<file path="config.mk">
export PLATFORM = sky130hd
export DESIGN_NAME = controller_stream_to_ram
export DESIGN_NICKNAME = d
export VERILOG_FILES = /design/src/rtl/controller_stream_to_ram.sv
export SDC_FILE = /design/constraint.sdc
export NUM_CORES = 1
export LEC_CHECK = 0
export ABC_AREA = 1
export CAP_MARGIN = 10
export CORE_ASPECT_RATIO = 0.7
export CORE_MARGIN = 4
export CORE_UTILIZATION = 61
export DETAILED_ROUTE_END_ITERATION = 16
export PLACE_DENSITY = 0.86
export SLEW_MARGIN = 10
export SYNTH_ARGS = -nofsm -noshare
export SYNTH_HDL_FRONTEND = slang
export SYNTH_SLANG_ARGS = --single-unit
</file>
<file path="constraint.sdc">
create_clock -name clk -period 6.43 [get_ports clk]
set_input_delay 1.286 -clock clk [delete_from_list [all_inputs] [get_ports clk]]
set_output_delay 1.286 -clock clk [all_outputs]
set_load 0.005 [all_outputs]
</file>
<file path="src/rtl/controller_stream_to_ram.sv">
// Packet write engine: takes one Avalon-ST packet of 32-bit words, buffers it
// in a small FIFO and writes it into the controller data RAM from a programmed
// base word address. The address wraps at the top of the RAM.
//
// state    | meaning
// ---------+---------------------------------------------------------------
// IDLE     | waiting for start, source held off
// WAIT_SOP | ready, dropping beats until a start-of-packet beat arrives
// XFER     | accepting packet words into the FIFO while draining to RAM
// FLUSH    | all expected words taken, dropping the packet tail up to eop
// DONE     | one-cycle completion pulse
module controller_stream_to_ram #(
   parameter int FIFO_DEPTH = 4,
   parameter int ADDR_WIDTH = 11
) (
   input  logic                  clk,
   input  logic                  reset,
   input  logic                  start,
   input  logic [ADDR_WIDTH-1:0] base_address,
   input  logic [ADDR_WIDTH:0]   word_count,
   input  logic                  abort,
   input  logic                  snk_valid,
   output logic                  snk_ready,
   input  logic [31:0]           snk_data,
   input  logic                  snk_startofpacket,
   input  logic                  snk_endofpacket,
   output logic [ADDR_WIDTH-1:0] ram_address,
   output logic                  ram_chipselect,
   output logic                  ram_write,
   output logic [3:0]            ram_byteenable,
   output logic [31:0]           ram_writedata,
   input  logic                  ram_clken,
   output logic                  busy,
   output logic                  done,
   output logic                  error_short,
   output logic                  error_long
);

   localparam int PW = $clog2(FIFO_DEPTH);
   localparam logic [PW-1:0]       PTR_ONE  = 1;
   localparam logic [PW:0]         CNT_ONE  = 1;
   localparam logic [PW:0]         CNT_FULL = (PW+1)'(FIFO_DEPTH);
   localparam logic [ADDR_WIDTH:0] ONE_C    = 1;
   localparam logic [ADDR_WIDTH-1:0] ADDR_ONE = 1;

   typedef enum logic [2:0] {
      S_IDLE, S_WAIT_SOP, S_XFER, S_FLUSH, S_DONE
   } state_t;

   state_t                state;
   logic [ADDR_WIDTH-1:0] addr_q;
   logic [ADDR_WIDTH:0]   acc_cnt;
   logic [ADDR_WIDTH:0]   wr_cnt;
   logic                  discard;
   logic                  error_short_q;
   logic                  error_long_q;

   logic [31:0]           fifo_mem [FIFO_DEPTH];
   logic [PW-1:0]         rd_ptr;
   logic [PW-1:0]         wr_ptr;
   logic [PW:0]           fifo_cnt;

   logic                  fifo_full;
   logic                  fifo_empty;
   logic                  push;
   logic                  pop;
   logic                  short_eop;
   logic                  discard_after;
   logic [ADDR_WIDTH:0]   wr_after_pop;
   logic [ADDR_WIDTH:0]   wr_cnt_nxt;

   assign fifo_full  = (fifo_cnt == CNT_FULL);
   assign fifo_empty = (fifo_cnt == '0);

   assign ram_write      = ((state == S_XFER) || (state == S_FLUSH)) && !fifo_empty;
   assign ram_chipselect = ram_write;
   assign ram_byteenable = {4{ram_write}};
   assign ram_address    = ram_write ? addr_q : '0;
   assign ram_writedata  = ram_write ? fifo_mem[rd_ptr] : '0;
   assign busy           = (state != S_IDLE);
   assign done           = (state == S_DONE);
   assign error_short    = error_short_q;
   assign error_long     = error_long_q;

   // Source handshake depends only on registered state and FIFO occupancy.
   always_comb begin
      snk_ready = 1'b0;
      case (state)
         S_WAIT_SOP: snk_ready = 1'b1;
         S_XFER:     snk_ready = (acc_cnt != '0) && !fifo_full;
         S_FLUSH:    snk_ready = discard;
         default:    snk_ready = 1'b0;
      endcase
   end

   assign push = snk_valid && snk_ready &&
                 (((state == S_WAIT_SOP) && snk_startofpacket) || (state == S_XFER));
   assign pop  = ram_write && ram_clken;

   // A short packet trims the remaining write count to what was actually accepted.
   assign short_eop     = (state == S_XFER) && push && snk_endofpacket && (acc_cnt > ONE_C);
   assign wr_after_pop  = pop ? (wr_cnt - ONE_C) : wr_cnt;
   assign wr_cnt_nxt    = short_eop ? (wr_after_pop - (acc_cnt - ONE_C)) : wr_after_pop;
   assign discard_after = discard && !(snk_valid && snk_endofpacket);

   // FIFO storage; contents are don't-care until pushed.
   always_ff @(posedge clk) begin
      if (push) fifo_mem[wr_ptr] <= snk_data;
   end

   // Sequencer, FIFO pointers, address/counters and sticky error flags.
   always_ff @(posedge clk) begin
      if (reset) begin
         state         <= S_IDLE;
         addr_q        <= '0;
         acc_cnt       <= '0;
         wr_cnt        <= '0;
         discard       <= 1'b0;
         rd_ptr        <= '0;
         wr_ptr        <= '0;
         fifo_cnt      <= '0;
         error_short_q <= 1'b0;
         error_long_q  <= 1'b0;
      end else if (abort) begin
         state    <= S_IDLE;
         discard  <= 1'b0;
         rd_ptr   <= '0;
         wr_ptr   <= '0;
         fifo_cnt <= '0;
      end else begin
         if (push) wr_ptr <= wr_ptr + PTR_ONE;
         if (pop) begin
            rd_ptr <= rd_ptr + PTR_ONE;
            addr_q <= addr_q + ADDR_ONE;
         end
         case ({push, pop})
            2'b10:   fifo_cnt <= fifo_cnt + CNT_ONE;
            2'b01:   fifo_cnt <= fifo_cnt - CNT_ONE;
            default: fifo_cnt <= fifo_cnt;
         endcase

         case (state)
            S_IDLE: begin
               if (start) begin
                  if (word_count == '0) begin
                     state <= S_DONE;
                  end else begin
                     state         <= S_WAIT_SOP;
                     error_short_q <= 1'b0;
                     error_long_q  <= 1'b0;
                     addr_q        <= base_address;
                     acc_cnt       <= word_count;
                     wr_cnt        <= word_count;
                     discard       <= 1'b0;
                  end
               end
            end
            S_WAIT_SOP: begin
               if (push) begin
                  acc_cnt <= acc_cnt - ONE_C;
                  state   <= S_XFER;
                  if (snk_endofpacket) begin
                     acc_cnt <= '0;
                     if (acc_cnt > ONE_C) begin
                        error_short_q <= 1'b1;
                        wr_cnt        <= ONE_C;
                     end
                  end else if (acc_cnt == ONE_C) begin
                     state   <= S_FLUSH;
                     discard <= 1'b1;
                  end
               end
            end
            S_XFER: begin
               wr_cnt <= wr_cnt_nxt;
               if (push) begin
                  acc_cnt <= acc_cnt - ONE_C;
                  if (snk_endofpacket) begin
                     acc_cnt <= '0;
                     if (acc_cnt > ONE_C) error_short_q <= 1'b1;
                  end else if (acc_cnt == ONE_C) begin
                     state   <= S_FLUSH;
                     discard <= 1'b1;
                  end
               end
               // A push always leaves at least one word unwritten, so this
               // cannot collide with the move to FLUSH above.
               if (wr_cnt_nxt == '0) state <= S_DONE;
            end
            S_FLUSH: begin
               wr_cnt <= wr_after_pop;
               if (snk_valid && snk_ready) begin
                  error_long_q <= 1'b1;
                  if (snk_endofpacket) discard <= 1'b0;
               end
               if ((wr_after_pop == '0) && !discard_after) state <= S_DONE;
            end
            S_DONE: state <= S_IDLE;
            default: state <= S_IDLE;
         endcase
      end
   end

endmodule
</file>
==> metrics.txt, run 1 <==
# TYPE chip_impl_metric gauge
chip_impl_info{name="tritoncts",value="yes"} 1
chip_impl_metric{name="worst_path_largest_cell_delay",unit="ps"} 560
chip_impl_metric{name="ys_seq_area_share",unit="%"} 50.6
chip_impl_metric{name="grt_ovf",unit=""} 0
chip_impl_metric{name="io_pins",unit=""} 117
chip_impl_metric{name="cap_violations",unit=""} 0
chip_impl_info{name="post-synth-top-count-cell",value="nand2_1"} 1
chip_impl_metric{name="syn-num-nets",unit=""} 1225
chip_impl_metric{name="cts-buffers-inserted",unit=""} 17
chip_impl_metric{name="post-cts-setup-buffer-count",unit=""} 0
chip_impl_metric{name="maximum_number_of_pins_on_one_net_before_global_route_repair",unit=""} 66
chip_impl_metric{name="num_rows",unit=""} 37
chip_impl_info{name="critPathCaptureType",value="register"} 1
chip_impl_metric{name="slew_viol_final",unit=""} 0
chip_impl_metric{name="clkTransAtPathRegs",unit="ps"} 80
chip_impl_metric{name="detailedPlacementHpwl",unit="µm"} 19000
chip_impl_metric{name="power.density",unit="nW/µm²"} 253
chip_impl_metric{name="design.die.area",unit="µm²"} 17800
chip_impl_metric{name="layout-drive-gt1-share",unit="%"} 7.69
chip_impl_metric{name="cts.path.max_buffers",unit=""} 2
chip_impl_metric{name="syn2layout_area_growth",unit="%"} 19.4
chip_impl_metric{name="leakage",unit="nW"} 4.51
chip_impl_metric{name="n_antenna_cell",unit=""} 0
chip_impl_metric{name="die_w",unit="µm"} 158
chip_impl_metric{name="wl",unit="µm"} 27800
chip_impl_metric{name="total_switching_power",unit="mW"} 0.907
chip_impl_info{name="synth.cells.most_frequent",value="nand2_1 (203), nor2_1 (196), edfxtp_1 (128)"} 1
chip_impl_info{name="timing.critical_path.from_type",value="input port"} 1
chip_impl_metric{name="die_height",unit="µm"} 113
chip_impl_metric{name="final_net_count",unit=""} 1315
chip_impl_info{name="yosys_most_used_dff",value="edfxtp_1"} 1
chip_impl_metric{name="netlist-cell-type-count",unit=""} 46
chip_impl_metric{name="worst-endpoint-arrival",unit="ps"} 5060
chip_impl_metric{name="drt-wirelength-per-cell",unit="µm"} 19.2
chip_impl_info{name="slowest_stage",value="clkdlybuf4s50_1"} 1
chip_impl_metric{name="timing.critical_path.required",unit="ps"} 6790
chip_impl_metric{name="share_seq_of_total_power",unit="%"} 43.8
chip_impl_info{name="post_synth_main_area_contributors",value="edfxtp_1 (40%), dfxtp_1 (10%), nand2_1 (8.0%)"} 1
chip_impl_metric{name="post_synth_arst_share",unit="%"} 0
chip_impl_metric{name="detailed_route_via_count",unit=""} 8631
chip_impl_info{name="rsz_0062_raised_after_global_routing",value="no"} 1
chip_impl_metric{name="report.final.setup_viol",unit=""} 0
chip_impl_metric{name="comb_power_share",unit="%"} 18.7
chip_impl_info{name="critPathKind",value="input port to register"} 1
chip_impl_metric{name="setup_total_negative_slack",unit="ps"} 0
chip_impl_metric{name="drc",unit=""} 0
chip_impl_info{name="synth_top_area_cell",value="edfxtp_1"} 1
chip_impl_metric{name="fillCellCount",unit=""} 1030
chip_impl_metric{name="floorplan.initialDensity",unit="%"} 63.6
chip_impl_metric{name="clock.fmax",unit="MHz"} 212
chip_impl_metric{name="drtPass1Iterations",unit=""} 7
chip_impl_metric{name="synth_top_area_share",unit="%"} 40.2
chip_impl_metric{name="post_synth_inst_count",unit=""} 1146
chip_impl_metric{name="place_congestion",unit=""} 1.03
chip_impl_metric{name="dpl_cell_area",unit="µm²"} 10800
chip_impl_metric{name="fin_skew",unit="ps"} 15.4
chip_impl_info{name="status",value="finished, final reports clean"} 1
chip_impl_metric{name="ys_seq_elements",unit=""} 178
chip_impl_metric{name="drtAntennaViolNets",unit=""} 0
chip_impl_metric{name="grt_pass1_vias",unit=""} 7903
chip_impl_info{name="clk_root_buffer_cell",value="clkbuf_16"} 1
chip_impl_metric{name="mappedNetlistArea",unit="µm²"} 9570
chip_impl_metric{name="ys.warnings.count",unit=""} 0
chip_impl_metric{name="synth_enable_flop_cells",unit=""} 128
chip_impl_metric{name="grt_antenna_before_repair",unit=""} 1
chip_impl_metric{name="finalWorstPathRequiredPeriod",unit="ps"} 4710
chip_impl_metric{name="vdd_ir_drop_max",unit="µV"} 201
chip_impl_metric{name="buffer_ports.inserted",unit=""} 116
chip_impl_metric{name="max_slew_margin",unit="%"} 17.6
chip_impl_metric{name="finalHoldViolations",unit=""} 0
chip_impl_metric{name="clock_latency_on_the_worst_skew_pair",unit="ps"} 440
chip_impl_metric{name="avgSynthCellArea",unit="µm²"} 8.35
chip_impl_metric{name="h_tree_level_count",unit=""} 4
chip_impl_metric{name="swShare",unit="%"} 31.3
chip_impl_metric{name="worst-slew-pin-transition",unit="ps"} 1240
chip_impl_metric{name="grt_first_pass_wirelength",unit="µm"} 42600
chip_impl_metric{name="post_drt_via_cell_ratio",unit=""} 5.98
chip_impl_metric{name="final_min_period_over_clock_period",unit="%"} 73.2
chip_impl_metric{name="power.clock.fraction",unit="%"} 37.5
chip_impl_metric{name="largest_driver_fanout_on_the_critical_path",unit=""} 22
chip_impl_metric{name="cts_num_sinks",unit=""} 178
chip_impl_metric{name="core",unit="µm²"} 15000
chip_impl_metric{name="finalInstanceArea",unit="µm²"} 11400
chip_impl_metric{name="p_int",unit="mW"} 1.99
chip_impl_metric{name="cts_hold_bufs",unit=""} 0
chip_impl_metric{name="cts_resized",unit=""} 0
chip_impl_info{name="critical-path-top-cell-by-count",value="nand2_1"} 1
chip_impl_metric{name="groute.usage.overall",unit="%"} 31.0
chip_impl_metric{name="drtIter0Drc",unit=""} 1188
chip_impl_info{name="min_path_type",value="register to register"} 1
[cell usage in the layout (no fill, tap or decap), drive strengths merged, types with 17 or more instances in the layout]
cell / instances
inv: 131
xor2: 19
nor2: 206
clkdlybuf4s50: 116
edfxtp: 128
o21ai: 109
clkbuf: 17
nand2: 212
a21oi: 73
nand3: 69
dfxtp: 50
[power groups by stage]
stage / Sequential, mW / Clock (mW) / Combinational (mW)
finish: 1.27 / 1.09 / 0.541
global route: 1.27 / 1.14 / 0.586
CTS: 1.27 / 1.09 / 0.517
detailed placement: 1.29 / 0 / 0.512
global placement: 1.29 / 0 / 0.508
floorplan: 1.29 / 0 / 0.342
[state kept, by name (all words and copies together) (netlist names), named ones only]
name and cells:
discard 1, fifo_cnt 3, error_short 1, state 3, wr_cnt 12, wr_ptr 2
error_long 1, rd_ptr 2, fifo_mem 128, acc_cnt 12, addr_q 11
[cell families after synthesis]
family                     synth area share [%]
DFF                                        50.6
adders and majority gates                  2.25
and+or+nand+nor                            23.4
xor gates and xnor gates                   1.92
AOI/OAI and AO/OA                          14.2
buffers and inverters                      7.60
[per-layer routing]
metal | GRT usage [%] | wire [µm] | up-vias
li1 | - | - | 4028
met1 | 46.3 | 11800 | 3985
met2 | 43.8 | 11500 | 563
met3 | 9.86 | 3890 | 53
met4 | 8.14 | 550 | 2
met5 | 0 | 20 | -
[stage by stage]
stage               std cells  hold slack, ps  power [mW]  util [%]  worst slack, ps
finish                   1444             458        2.90      76.0             1720
detailed placement       1412             448        1.81      71.8             1370
global placement         1412             444        1.80      71.8             1520
global route             1444             488        3.00      76.0             1450
floorplan                1146             442        1.63         -             2740
CTS                      1444             464        2.87      76.0             1790
[final timing paths]
path                                start                      end  slack (ps)  cells past startpoint
setup / recovery                ram_clken    state[2]$_SDFFE_PP0P_        1720                     25
hold / removal    error_long$_SDFFE_PP0P_  error_long$_SDFFE_PP0P_         460                      2
setup reg to reg    state[2]$_SDFFE_PP0P_    state[2]$_SDFFE_PP0P_        2410                     25
hold reg to reg   error_long$_SDFFE_PP0P_  error_long$_SDFFE_PP0P_         460                      2
[critical path: cells and delay by family]
kind / cells / cell delay, ps
fa+ha+maj: 2 / 610
simple gates: 15 / 1610
compound gates: 2 / 300
buf+inv: 6 / 1240
[area by class of cell]
cell class / count / area (µm²) / share of cell area, %
Sequential cell: 178 / 4850 / 42.4
Multi-Input combinational cell: 789 / 4030 / 35.2
Timing Repair Buffer: 121 / 1200 / 10.5
Inverter: 129 / 484 / 4.24
Clock buffer: 17 / 425 / 3.72
Tap cell: 195 / 244 / 2.13
Clock inverter: 15 / 203 / 1.77
No activity file was read; power rests on OpenSTA's default activity.
==> run 2: changes to the inputs <==
--- a/config.mk
+++ b/config.mk
@@ -9,9 +9,9 @@
 export CAP_MARGIN = 10
 export CORE_ASPECT_RATIO = 0.7
 export CORE_MARGIN = 4
-export CORE_UTILIZATION = 61
+export CORE_UTILIZATION = 56
 export DETAILED_ROUTE_END_ITERATION = 16
-export PLACE_DENSITY = 0.86
+export PLACE_DENSITY = 0.8
 export SLEW_MARGIN = 10
 export SYNTH_ARGS = -nofsm -noshare
 export SYNTH_HDL_FRONTEND = slang
==> constraint.sdc (replaced) <==
create_clock -name clk -period 4.4 [get_ports clk]
set_input_delay 0.88 -clock clk [delete_from_list [all_inputs] [get_ports clk]]
set_output_delay 0.88 -clock clk [all_outputs]
set_load 0.005 [all_outputs]
==> metrics.txt, run 2 (same netlist as run 1, synthesis figures left out) <==
# TYPE chip_impl_metric gauge
chip_impl_info{name="rsz_0062_raised_after_global_routing",value="no"} 1
chip_impl_metric{name="maximum_number_of_pins_on_one_net_before_global_route_repair",unit=""} 65
chip_impl_info{name="slowest_stage",value="clkdlybuf4s50_1"} 1
chip_impl_metric{name="dp_slack",unit="ps"} 184
chip_impl_metric{name="power",unit="mW"} 4.06
chip_impl_metric{name="drt-wirelength-per-cell",unit="µm"} 16.9
chip_impl_metric{name="place.detailed.instances",unit=""} 1456
chip_impl_metric{name="floorplan.initialDensity",unit="%"} 57.8
chip_impl_metric{name="drc",unit=""} 0
chip_impl_info{name="layout_common_cells",value="nand2_1 (203), nor2_1 (192), edfxtp_1 (128)"} 1
chip_impl_metric{name="finalWorstPathRequiredPeriod",unit="ps"} 3870
chip_impl_metric{name="drtPass1Iterations",unit=""} 6
chip_impl_metric{name="detailed_route_via_count",unit=""} 8451
chip_impl_metric{name="cap_violations",unit=""} 0
chip_impl_metric{name="final_net_count",unit=""} 1329
chip_impl_metric{name="io_pins",unit=""} 117
chip_impl_metric{name="die_w",unit="µm"} 164
chip_impl_metric{name="cts_hold_bufs",unit=""} 0
chip_impl_metric{name="report.final.setup_viol",unit=""} 0
chip_impl_metric{name="layout-drive-gt1-share",unit="%"} 8.63
chip_impl_metric{name="cts_resized",unit=""} 0
chip_impl_metric{name="post_layout_nonfiller_instances",unit=""} 1488
chip_impl_metric{name="n_antenna_cell",unit=""} 0
chip_impl_metric{name="vdd_ir_drop_max",unit="µV"} 247
chip_impl_metric{name="place_congestion",unit=""} 1.06
chip_impl_metric{name="timing.final.ws_setup",unit="ps"} 530
chip_impl_metric{name="multi_input_comb_area",unit="µm²"} 4030
chip_impl_info{name="critical-path-top-cell-by-count",value="nand2_1"} 1
chip_impl_info{name="status",value="finished, final reports clean"} 1
chip_impl_metric{name="worst-slew-pin-transition",unit="ps"} 911
chip_impl_info{name="worstPathCellList",value="clkdlybuf4s50_1 -> nand3_4 -> inv_2 -> nand2_1 -> nand2_1 -> inv_1 -> ha_1 -> fa_1 -> inv_1 -> nand3_1 -> nand2_1 -> nand2_2 -> inv_2 -> nand3_1 -> nand2_1 -> xor2_1 -> nand2_1 -> nand2_1 -> nor2_1 -> nand3_2 -> a21oi_2 -> nand2_1 -> a21oi_2"} 1
chip_impl_info{name="leading_cell_type_in_the_layout_fill_and_taps_excluded",value="nand2_1"} 1
chip_impl_metric{name="finalHoldViolations",unit=""} 0
chip_impl_metric{name="slew_viol_final",unit=""} 0
chip_impl_metric{name="area_of_all_sequential_standard_cells",unit="µm²"} 4850
chip_impl_info{name="biggestRegsByFlops",value="fifo_mem x128, acc_cnt x12, wr_cnt x12"} 1
chip_impl_metric{name="worst-endpoint-arrival",unit="ps"} 4240
chip_impl_metric{name="largest_reg_flops",unit=""} 128
chip_impl_metric{name="leakage",unit="nW"} 4.55
chip_impl_metric{name="fin_skew",unit="ps"} 11.2
chip_impl_metric{name="clock_latency_on_the_worst_skew_pair",unit="ps"} 430
chip_impl_metric{name="num_rows",unit=""} 39
chip_impl_info{name="tritoncts",value="yes"} 1
chip_impl_info{name="min_path_type",value="register to register"} 1
chip_impl_metric{name="drtAntennaViolNets",unit=""} 0
chip_impl_metric{name="post-cts-setup-buffer-count",unit=""} 0
chip_impl_metric{name="clkTransAtPathRegs",unit="ps"} 70
chip_impl_metric{name="clock.fmax",unit="MHz"} 258
chip_impl_metric{name="grt_first_pass_wirelength",unit="µm"} 39500
chip_impl_metric{name="grt_ovf",unit=""} 0
chip_impl_metric{name="post_drt_via_cell_ratio",unit=""} 5.68
chip_impl_info{name="critPathCaptureType",value="register"} 1
chip_impl_info{name="critPathKind",value="input port to register"} 1
chip_impl_metric{name="setup_total_negative_slack",unit="ps"} 0
chip_impl_metric{name="power.density",unit="nW/µm²"} 353
chip_impl_metric{name="worst_path_largest_cell_delay",unit="ps"} 580
chip_impl_metric{name="design.die.area",unit="µm²"} 19300
chip_impl_metric{name="final_min_period_over_clock_period",unit="%"} 88.0
chip_impl_metric{name="h_tree_level_count",unit=""} 4
chip_impl_metric{name="max_slew_margin",unit="%"} 39.1
chip_impl_metric{name="timing.critical_path.required",unit="ps"} 4770
chip_impl_metric{name="grt_antenna_before_repair",unit=""} 0
chip_impl_metric{name="core",unit="µm²"} 16500
chip_impl_metric{name="syn2layout_area_growth",unit="%"} 20.3
chip_impl_metric{name="detailedPlacementHpwl",unit="µm"} 17800
chip_impl_info{name="clk_root_buffer_cell",value="clkbuf_16"} 1
chip_impl_metric{name="buffer_ports.inserted",unit=""} 116
chip_impl_metric{name="cts.path.max_buffers",unit=""} 2
chip_impl_info{name="top_register",value="fifo_mem"} 1
chip_impl_metric{name="die_height",unit="µm"} 117
chip_impl_metric{name="largest_driver_fanout_on_the_critical_path",unit=""} 15
chip_impl_metric{name="drtIter0Drc",unit=""} 898
chip_impl_info{name="timing.critical_path.from_type",value="input port"} 1
chip_impl_metric{name="wl",unit="µm"} 25200
chip_impl_metric{name="fillCellCount",unit=""} 1261
chip_impl_metric{name="grt_pass1_vias",unit=""} 7674
chip_impl_metric{name="cts_num_sinks",unit=""} 178
chip_impl_metric{name="groute.usage.overall",unit="%"} 26.0
chip_impl_metric{name="utilization",unit="%"} 69.6
chip_impl_metric{name="cts-buffers-inserted",unit=""} 17
run 2: worst max-delay path, delay by kind of cell:
| family | cells | cell delay (ps) |
|---|---|---|
| adders and majority gates | 2 | 620 |
| and+or+nand+nor | 13 | 1410 |
| AOI/OAI and AO/OA | 2 | 310 |
| buffers and inverters | 5 | 920 |
| xor gates and xnor gates | 1 | 70 |
run 2: metrics by stage:
step / area, µm² / hold WS [ps]
4_1_cts: 11500 / 458
6_report: 11500 / 454
3_5_place_dp: 10900 / 447
5_1_grt: 11500 / 477
2_1_floorplan: 9570 / 442
3_3_place_gp: 10900 / 439
run 2: metal layers:
layer  vias to the layer above  track usage, %  routed length (µm)
li1                       4059               -                   -
met1                      3911            39.8               11600
met2                       449            35.8               10500
met3                        32            7.85                2830
met4                         0            6.50                 283
met5                         -               0                   0
run 2: worst paths after layout:
check             slack, ps  cells past startpoint                       end                startpoint
setup / recovery        530                     23     state[0]$_SDFFE_PP0P_                 ram_clken
hold / removal          450                      2  error_short$_SDFFE_PP0P_  error_short$_SDFFE_PP0P_
setup reg to reg        880                     24     state[0]$_SDFFE_PP0P_     state[1]$_SDFFE_PP0P_
hold reg to reg         450                      2  error_short$_SDFFE_PP0P_  error_short$_SDFFE_PP0P_
run 2: area by class of cell:
type,instances,share of cell area (%)
sequential,178,42.1
tap,225,2.45
clock inverter,15,1.21
timing repair buffer,135,11.3
inverter,129,4.21
multi-input combinational,789,35.0
clock buffer,17,3.70
run 2: power by group:
| part | switching, mW | leakage, nW | total (mW) | internal (mW) |
|---|---|---|---|---|
| combinational | 0.493 | 2.71 | 0.756 | 0.263 |
| sequential | 0.0325 | 1.56 | 1.86 | 1.82 |
| clock | 0.699 | 0.277 | 1.45 | 0.750 |
==> run 3: changes to the inputs <==
--- a/config.mk
+++ b/config.mk
@@ -7,11 +7,13 @@
 export LEC_CHECK = 0
 export ABC_AREA = 1
 export CAP_MARGIN = 10
+export CELL_PAD_IN_SITES_DETAIL_PLACEMENT = 1
+export CELL_PAD_IN_SITES_GLOBAL_PLACEMENT = 1
 export CORE_ASPECT_RATIO = 0.7
 export CORE_MARGIN = 4
-export CORE_UTILIZATION = 56
+export CORE_UTILIZATION = 42
 export DETAILED_ROUTE_END_ITERATION = 16
-export PLACE_DENSITY = 0.8
+export PLACE_DENSITY_LB_ADDON = 0.1
 export SLEW_MARGIN = 10
 export SYNTH_ARGS = -nofsm -noshare
 export SYNTH_HDL_FRONTEND = slang
==> metrics.txt, run 3 (same netlist as run 1, synthesis figures left out) <==
# TYPE chip_impl_metric gauge
chip_impl_info{name="top_register",value="fifo_mem"} 1
chip_impl_metric{name="floorplan.initialDensity",unit="%"} 43.5
chip_impl_metric{name="worst_path_largest_cell_delay",unit="ps"} 590
chip_impl_metric{name="place_congestion",unit=""} 0.899
chip_impl_metric{name="finalWorstPathRequiredPeriod",unit="ps"} 3860
chip_impl_metric{name="die_height",unit="µm"} 134
chip_impl_info{name="regToRegEndpoint",value="state[1]$_SDFFE_PP0P_"} 1
chip_impl_info{name="min_path_type",value="register to register"} 1
chip_impl_metric{name="max_slew_margin",unit="%"} 26.2
chip_impl_metric{name="largest_reg_flops",unit=""} 128
chip_impl_metric{name="cap_violations",unit=""} 0
chip_impl_metric{name="wl",unit="µm"} 30100
chip_impl_metric{name="drc",unit=""} 0
chip_impl_metric{name="groute.usage.overall",unit="%"} 23.8
chip_impl_info{name="critPathCaptureType",value="register"} 1
chip_impl_metric{name="design.die.area",unit="µm²"} 25300
chip_impl_metric{name="clock_latency_on_the_worst_skew_pair",unit="ps"} 440
chip_impl_metric{name="cts_resized",unit=""} 0
chip_impl_metric{name="drtAntennaViolNets",unit=""} 0
chip_impl_metric{name="fin_worst_hold_slack",unit="ps"} 463
chip_impl_info{name="critPathKind",value="input port to register"} 1
chip_impl_info{name="min-delay-start",value="error_short$_SDFFE_PP0P_"} 1
chip_impl_metric{name="total_switching_power",unit="mW"} 1.29
chip_impl_info{name="biggestRegsByFlops",value="fifo_mem x128, acc_cnt x12, wr_cnt x12"} 1
chip_impl_info{name="slowest_stage",value="clkdlybuf4s50_1"} 1
chip_impl_metric{name="p_int",unit="mW"} 2.85
chip_impl_metric{name="grt_ovf",unit=""} 0
chip_impl_metric{name="n_antenna_cell",unit=""} 0
chip_impl_metric{name="detailed_route_via_count",unit=""} 8450
chip_impl_metric{name="cts-buffers-inserted",unit=""} 17
chip_impl_metric{name="leakage",unit="nW"} 4.56
chip_impl_metric{name="worstHoldPathCells",unit=""} 2
chip_impl_info{name="crit-reg2reg-launch",value="wr_cnt[0]$_SDFFE_PP0P_"} 1
chip_impl_metric{name="detailedPlacementHpwl",unit="µm"} 21700
chip_impl_info{name="clk_root_buffer_cell",value="clkbuf_16"} 1
chip_impl_metric{name="post_drt_via_cell_ratio",unit=""} 5.39
chip_impl_metric{name="io_pins",unit=""} 117
chip_impl_metric{name="grt_first_pass_wirelength",unit="µm"} 47100
chip_impl_info{name="critical-path-top-cell-by-count",value="nand2_1"} 1
chip_impl_metric{name="drtIter0Drc",unit=""} 627
chip_impl_metric{name="layout-drive-gt1-share",unit="%"} 8.86
chip_impl_metric{name="largest_driver_fanout_on_the_critical_path",unit=""} 10
chip_impl_metric{name="cts_hold_bufs",unit=""} 0
chip_impl_metric{name="fin_skew",unit="ps"} 20.0
chip_impl_metric{name="vdd_ir_drop_max",unit="µV"} 279
chip_impl_info{name="layout_common_cells",value="nand2_1 (202), nor2_1 (192), edfxtp_1 (128)"} 1
chip_impl_metric{name="h_tree_level_count",unit=""} 4
chip_impl_info{name="hold_end",value="error_short$_SDFFE_PP0P_"} 1
chip_impl_info{name="tritoncts",value="yes"} 1
chip_impl_metric{name="num_rows",unit=""} 45
chip_impl_metric{name="swShare",unit="%"} 31.2
chip_impl_metric{name="cts_num_sinks",unit=""} 178
chip_impl_metric{name="clkTransAtPathRegs",unit="ps"} 80
chip_impl_metric{name="setup_total_negative_slack",unit="ps"} 0
chip_impl_metric{name="worst_r2r_path_cells",unit=""} 20
chip_impl_metric{name="share_seq_of_total_power",unit="%"} 44.8
chip_impl_info{name="status",value="finished, final reports clean"} 1
chip_impl_metric{name="maximum_number_of_pins_on_one_net_before_global_route_repair",unit=""} 65
chip_impl_metric{name="fillCellCount",unit=""} 2580
chip_impl_metric{name="timing.critical_path.required",unit="ps"} 4770
chip_impl_metric{name="syn2layout_area_growth",unit="%"} 21.7
chip_impl_metric{name="finalHoldViolations",unit=""} 0
chip_impl_metric{name="cts.path.max_buffers",unit=""} 2
chip_impl_metric{name="grt_pass1_vias",unit=""} 8539
chip_impl_metric{name="slew_viol_final",unit=""} 0
chip_impl_metric{name="grt_antenna_before_repair",unit=""} 0
chip_impl_metric{name="final_min_period_over_clock_period",unit="%"} 87.7
chip_impl_metric{name="core",unit="µm²"} 22000
chip_impl_metric{name="report.final.setup_viol",unit=""} 0
chip_impl_metric{name="power.clock.fraction",unit="%"} 36.4
chip_impl_metric{name="dp_slack",unit="ps"} 144
chip_impl_info{name="timing.critical_path.from_type",value="input port"} 1
chip_impl_metric{name="timing.final.ws_setup",unit="ps"} 542
chip_impl_metric{name="final_net_count",unit=""} 1330
chip_impl_metric{name="die_w",unit="µm"} 188
chip_impl_metric{name="comb_power_share",unit="%"} 18.8
chip_impl_metric{name="post-cts-setup-buffer-count",unit=""} 0
chip_impl_metric{name="clock.fmax",unit="MHz"} 259
chip_impl_metric{name="worst-slew-pin-transition",unit="ps"} 1100
chip_impl_info{name="rsz_0062_raised_after_global_routing",value="no"} 1
chip_impl_metric{name="drt-wirelength-per-cell",unit="µm"} 19.2
chip_impl_metric{name="buffer_ports.inserted",unit=""} 116
chip_impl_info{name="leading_cell_type_in_the_layout_fill_and_taps_excluded",value="nand2_1"} 1
chip_impl_metric{name="worst-endpoint-arrival",unit="ps"} 4230
chip_impl_metric{name="power.density",unit="nW/µm²"} 356
chip_impl_metric{name="drtPass1Iterations",unit=""} 6
chip_impl_metric{name="worst-r2r-setup-slack",unit="ps"} 590
run 3: cell count changes in the layout (fill, tap and decap cells not counted):
| cell | before | now |
|---|---|---|
| clkinv_8 | 1 | 4 |
| buf_4 | 19 | 20 |
| inv_2 | 11 | 12 |
| clkinv_1 | 5 | 3 |
| inv_6 | 5 | 3 |
| clkinv_2 | 1 | 0 |
| nand2_1 | 203 | 202 |
| clkbuf_1 | 0 | 1 |
| nand2_2 | 7 | 8 |
run 3: critical path: cells and delay by family:
family | cells | cell delay, ps
buffers and inverters | 6 | 1040
AND/OR/NAND/NOR | 14 | 1280
AO/OA/AOI/OAI | 3 | 440
adder cells (fa/ha/maj) | 2 | 590
run 3: through the flow:
step	utilization (%)	area (µm²)	power, mW	instances
floorplan	-	9570	2.38	1146
global placement	50.2	11100	2.64	1537
detailed placement	50.2	11100	2.65	1537
CTS	52.9	11600	4.16	1569
global route	52.9	11600	4.33	1569
finish	52.9	11600	4.14	1569
run 3: layer usage:
metal,track usage (%),share of wire [%],up-vias
li1,-,-,4055
met1,35.5,49,4126
met2,35.7,43,249
met3,5.33,6.6,20
met4,4.94,0.81,0
met5,0,0,-
run 3: final cells by class:
cell class              count  area (µm²)  area share, %
repair buffers            136        1310           11.3
well taps                 305         382           3.28
multi-input cells         789        4030           34.6
clock buffers              18         429           3.69
flip-flops and latches    178        4850           41.6
inverters                 129         484           4.16
clock inverters            14         161           1.39
run 3: worst max-delay path by stage:
| stage | startpoint | slack, ps | end |
|---|---|---|---|
| 4_1_cts | register | 340 | ram_writedata[11] |
| 3_5_place_dp | ram_clken | 140 | state[1]$_SDFFE_PP0P_ |
| 3_3_place_gp | ram_clken | 250 | state[0]$_SDFFE_PP0P_ |
| 2_1_floorplan | ram_clken | 1110 | state[0]$_SDFFE_PP0P_ |
| 6_report | ram_clken | 540 | state[1]$_SDFFE_PP0P_ |
| 5_1_grt | ram_clken | 230 | state[0]$_SDFFE_PP0P_ |
run 3: power groups by stage:
stage / combinational, mW / clock [mW] / sequential [mW]
floorplan: 0.500 / 0 / 1.88
global placement: 0.743 / 0 / 1.89
detailed placement: 0.758 / 0 / 1.89
CTS: 0.764 / 1.54 / 1.86
global route: 0.858 / 1.61 / 1.86
finish: 0.777 / 1.51 / 1.86
